<file path="config.mk">
export PLATFORM = sky130hd
export DESIGN_NAME = rr_burst_mux
export DESIGN_NICKNAME = d
export VERILOG_FILES = /design/src/rtl/rr_burst_mux.sv
export SDC_FILE = /design/constraint.sdc
export NUM_CORES = 1
export LEC_CHECK = 0
export ABC_CLOCK_PERIOD_IN_PS = 2600
export BUFFER_PORTS_ARGS = -buffer_cell sky130_fd_sc_hd__buf_4
export CORE_MARGIN = 2
export CORE_UTILIZATION = 44
export DETAILED_ROUTE_END_ITERATION = 7
export GPL_ROUTABILITY_DRIVEN = 0
export HOLD_SLACK_MARGIN = 0.15
export PLACE_DENSITY = 0.78
export SYNTH_ARGS = -nofsm -noshare
export SYNTH_HDL_FRONTEND = slang
export SYNTH_SLANG_ARGS = --single-unit
</file>
<file path="constraint.sdc">
create_clock -name clk -period 2.6 [get_ports clk]
set_input_delay 0.26 -clock clk [delete_from_list [all_inputs] [get_ports clk]]
set_output_delay 0.26 -clock clk [all_outputs]
set_load 0.01 [all_outputs]
</file>
<file path="src/rtl/rr_burst_mux.sv">
// Burst forwarder behind the 4-way round-robin arbiter: locks onto the granted
// requester for up to BURST_LEN beats and drives a single valid/ready output.
module rr_burst_mux #(
  parameter int DATA_W    = 8,
  parameter int BURST_LEN = 4
) (
  input  logic                clk,
  input  logic                rst_n,
  input  logic [3:0]          grant,
  input  logic [3:0]          req,
  input  logic [4*DATA_W-1:0] data_in,
  input  logic                out_ready,
  output logic                out_valid,
  output logic [DATA_W-1:0]   out_data,
  output logic [1:0]          out_src,
  output logic                out_last,
  output logic                busy,
  output logic [3:0]          done,
  output logic                grant_err
);

  localparam int CNT_W = (BURST_LEN > 1) ? $clog2(BURST_LEN) : 1;
  localparam logic [CNT_W-1:0] LAST_CNT = CNT_W'(BURST_LEN - 1);

  typedef enum logic [1:0] {IDLE, XFER, DONE} state_t;

  state_t              r_state;
  logic [1:0]          r_owner;
  logic [CNT_W-1:0]    r_count;
  logic                r_valid;
  logic [DATA_W-1:0]   r_data;
  logic [1:0]          r_src;
  logic                r_last;
  logic [3:0]          r_done;
  logic                r_grantErr;

  logic                w_grantOneHot;
  logic                w_grantMulti;
  logic [1:0]          w_grantIdx;
  logic [DATA_W-1:0]   w_grantData;
  logic [DATA_W-1:0]   w_ownerData;
  logic [CNT_W-1:0]    w_nextCount;

  // The index encoder is only meaningful when the grant is one-hot.
  always_comb begin
    w_grantIdx = 2'd0;
    for (int i = 0; i < 4; i++) begin
      if (grant[i]) w_grantIdx = 2'(i);
    end
  end

  assign w_grantOneHot = (grant != 4'b0) && ((grant & (grant - 4'd1)) == 4'b0);
  assign w_grantMulti  = (grant != 4'b0) && !w_grantOneHot;
  assign w_grantData   = data_in[int'(w_grantIdx)*DATA_W +: DATA_W];
  assign w_ownerData   = data_in[int'(r_owner)*DATA_W +: DATA_W];
  assign w_nextCount   = r_count + CNT_W'(1);

  always_ff @(posedge clk or negedge rst_n) begin
    if (!rst_n) begin
      r_state    <= IDLE;
      r_owner    <= 2'd0;
      r_count    <= '0;
      r_valid    <= 1'b0;
      r_data     <= '0;
      r_src      <= 2'd0;
      r_last     <= 1'b0;
      r_done     <= 4'b0;
      r_grantErr <= 1'b0;
    end else begin
      r_done     <= 4'b0;
      r_grantErr <= 1'b0;
      case (r_state)
        IDLE: begin
          if (w_grantOneHot && req[w_grantIdx]) begin
            r_owner <= w_grantIdx;
            r_src   <= w_grantIdx;
            r_data  <= w_grantData;
            r_valid <= 1'b1;
            r_count <= '0;
            r_last  <= (BURST_LEN == 1);
            r_state <= XFER;
          end else if (w_grantMulti) begin
            r_grantErr <= 1'b1;
          end
        end
        XFER: begin
          // A presented beat stays put until accepted, whatever req does.
          if (r_valid && out_ready) begin
            if (r_count == LAST_CNT || !req[r_owner]) begin
              r_valid <= 1'b0;
              r_last  <= 1'b0;
              r_done  <= 4'b0001 << r_owner;
              r_state <= DONE;
            end else begin
              r_count <= w_nextCount;
              r_data  <= w_ownerData;
              r_last  <= (w_nextCount == LAST_CNT);
            end
          end
        end
        DONE: begin
          r_state <= IDLE;
        end
        default: begin
          r_state <= IDLE;
        end
      endcase
    end
  end

  assign out_valid = r_valid;
  assign out_data  = r_data;
  assign out_src   = r_src;
  assign out_last  = r_last;
  assign busy      = (r_state != IDLE);
  assign done      = r_done;
  assign grant_err = r_grantErr;

endmodule

</file>
==> results.md <==
- Outcome: complete, no violations
- Fraction of layout cells with a size suffix above 1: between 50% and 60%
- Placed cell count: approximately 180
- CP Data Required Time: 2.79 ns
- Initial antenna violation count: 0
- Die ar.: 3100 µm²
- Period utilization: 88.8%
- Syn_area_per_cell: 13.1 µm²
- Num CTS Buffers: 3
- Warning count from the yosys run: 0
- IO buf count: 60
- MaxCap Viol Count: 0
- Post-synthesis sequential area ratio: approximately 45%
- Pwr dens: 915 nW/µm²
- RR Startpoint: r_state[0]$_DFFE_PN0P_
- Min cycle time layout: between 2 and 2.5 ns
- Max Fclk: roughly 0.43 GHz
- Mux contribution to synthesized area: between 20% and 30%
- Worst slew pin tran: approximately 0.8 ns
- CP delay by family, top: compound AO/OA/AOI/OAI gates
- Skew final: approximately 0.015 ns
- Worst VDD drop: 582 µV
- GRT Util Overall: 20.3%
- DR iter-0 viols: 16
- Hold Path Class: in -> reg
- DRT Pass-1 Iters: 4
- Worst-Skew Late Latency: a little over 0.3 ns
- Final hold vios: 0
- Synth Cell Area: 1170 µm²
- Final Slew Violations: 0
- Die width: roughly 56 µm
- RSZ-0062 raised after global routing: false
- Pin count of the biggest net entering global routing: 22
- Area growth syn-to-layout: 43.1%
- Fraction of the mapped netlist area in simple logic gates: roughly a tenth
- Routed len/inst: ~16 µm
- CP Depth: 5
- DP HPWL: roughly 2.3 mm
- Final global-route overflow total: 0
- Count of buffer and inverter cells on the critical path: 0
- Largest family of logic cells by synthesized area: multiplexers
- Clock root cell: clkbuf_4
- Remaining antenna violation count: 0
- Post-Synthesis Cells: 90
- Final std cells w/o fill: 182
- Routed via count: 988
- Worst setup margin: 0.292 ns
- Final setup violation count: 0
- Vias in the first global route: 1,062
- Pre-CTS worst setup slack: around 0.33 ns
- Die height: roughly 56 µm
- Setup crit start kind: flip-flop
- CP max FO: 10
- Area share of fa/ha/maj cells after synthesis: under 10%
- R2r endpoint: out_data[2]$_DFFE_PN0P_
- I/O pin cnt: 61
- Hold Crit Endpoint: grant_err$_DFF_PN0_
- Worst hold path depth: 3
- ANT cells: 0
- CTS sink count: 21
- Core ar.: between 2000 and 2500 µm²
- CTS tree: done
- WHS: 0.264 ns
- Most common cell after layout, fill and taps aside: buf_4
- Syn nets: 135
- #FFs+latches synth: 21
- Layout Nets: a little under 200
- FF-to-FF path depth: 5
- Most frequent cells in the layout: buf_4 (61), dfrtp_1 (21), mux2_2 (11), mux4_2 (9), nand2_1 (6)
- Flop2flop setup slack: between 0.2 and 0.3 ns
- Cell variety after synth: 30
- Post-detailed-routing wire length: a little under 3 mm
- Compound-Gate Fraction of Synth Area: 7.77%
- Post-Synth XOR/XNOR Area: 0.745%
- First-pass GRT wire length: ~5.0 mm
- Worst path max stage delay: between 0.4 and 0.5 ns
- Critical path class: reg -> reg
- Critical-path cell list: or2_1 -> a211o_1 -> a221o_1 -> a22oi_4 -> mux2_2
- Leak Pwr: roughly 0.8 nW
- Reg clk slew, reported paths: roughly 0.12 ns
- Worst EP arrival: 2.50 ns
- Initial core utilization: about 47%
- Setup crit end kind: flip-flop
- Post-CTS Setup Repair Bufs: 0
- Rows: 18
- Crit-path slowest cell: dfrtp_1
- Hold path start: grant[1]
- Setup_tns: 0 ns
- Routed vias/inst: 5.43
- Slew HR: 47.7%
- Drt drc: 0
- Clk buf depth: 2
- Fill count: 192
- H-tree depth: 1
logic make-up (layout without fill, tap and decap cells):
logic type / Yosys count / count (layout)
multiplexers: 22 / 22
AO/OA/AOI/OAI: 11 / 11
XOR/XNOR: 1 / 1
AND/OR/NAND/NOR: 24 / 24
adder cells (fa/ha/maj): 3 / 3
buffers and inverters: 8 / 70
flip-flops: 21 / 21
registers in the layout, summed over array words and instances (netlist names):
name and count:
done 4, grant_err 1, out_data 8, out_last 1
out_src 2, out_valid 1, r_count 2, r_state 2
where the power goes:
group          internal (mW)  switching [mW]  total [mW]
Sequential             0.450           0.111       0.561
Clock                 0.0599          0.0972       0.157
Combinational          0.473           0.347       0.821
how the worst max path moves through the flow:
stage | startpoint | endpoint | slack [ns]
after floorplan | r_state[0]$_DFFE_PN0P_ | out_data[0]$_DFFE_PN0P_ | 0.44
after global placement | r_state[0]$_DFFE_PN0P_ | out_data[6]$_DFFE_PN0P_ | 0.41
after detailed placement | r_state[0]$_DFFE_PN0P_ | out_data[2]$_DFFE_PN0P_ | 0.33
after CTS | r_state[0]$_DFFE_PN0P_ | out_data[2]$_DFFE_PN0P_ | 0.30
after global routing | r_state[0]$_DFFE_PN0P_ | out_data[7]$_DFFE_PN0P_ | 0.19
final | r_state[0]$_DFFE_PN0P_ | out_data[2]$_DFFE_PN0P_ | 0.29
timing repair:
action / CTS / global route
hold buffers: 1 / 0
hold endpoints to repair: 21 / 0
gates resized for setup: 0 / 0
synth_stat cells:
cell | count | area (µm²)
inv_1 | 4 | 15.0
o21ai_0 | 3 | 15.0
buf_2 | 2 | 10.0
ha_1 | 2 | 25.0
nor3b_1 | 3 | 22.5
mux2_2 | 11 | 124
or2_1 | 1 | 6.26
nand2b_1 | 3 | 18.8
a211oi_1 | 1 | 7.51
o211ai_1 | 1 | 7.51
nor2b_1 | 1 | 6.26
nor2_1 | 4 | 15.0
dfrtp_1 | 21 | 526
xor2_1 | 1 | 8.76
nand3_1 | 1 | 5.00
maj3_1 | 1 | 10.0
mux4_2 | 9 | 203
clkbuf_1 | 1 | 3.75
mux2i_1 | 1 | 10.0
buf_6 | 1 | 11.3
o21bai_1 | 1 | 7.51
and3_1 | 2 | 12.5
a221o_1 | 1 | 10.0
o21ai_1 | 1 | 5.00
nor3_1 | 3 | 15.0
a31o_2 | 1 | 8.76
a211o_1 | 1 | 8.76
nand2_1 | 6 | 22.5
a22oi_4 | 1 | 21.3
mux2i_2 | 1 | 13.8
worst register-to-register path: stages (launching register included):
cell and delay, ns:
dfrtp_1 0.45, or2_1 0.28, a211o_1 0.28, a221o_1 0.40, a22oi_4 0.39, mux2_2 0.39
metrics by stage:
step	area [µm²]	utilization [%]	power, mW
6_report	1680	67.3	1.54
5_1_grt	1680	67.3	1.65
3_3_place_gp	1650	65.8	1.36
4_1_cts	1680	67.3	1.55
3_5_place_dp	1650	65.8	1.39
2_1_floorplan	1170	-	1.06
area by class of cell:
class	instances	area (µm²)	share of cell area [%]
Inverter	4	15.0	0.893
Timing Repair Buffer	62	468	27.8
Multi-Input combinational cell	61	609	36.2
Clock buffer	4	26.3	1.56
Tap cell	30	37.5	2.23
Sequential cell	21	526	31.3
metal layers:
| layer | part of all wire, % | track usage [%] | vias to the layer above |
|---|---|---|---|
| met5 | 0 | 0 | - |
| met4 | 1.7 | 5.23 | 0 |
| met3 | 6.3 | 5.81 | 6 |
| met2 | 52 | 36.1 | 36 |
| met1 | 40 | 24.1 | 485 |
| li1 | - | - | 461 |
No activity file was read; power rests on OpenSTA's default activity.
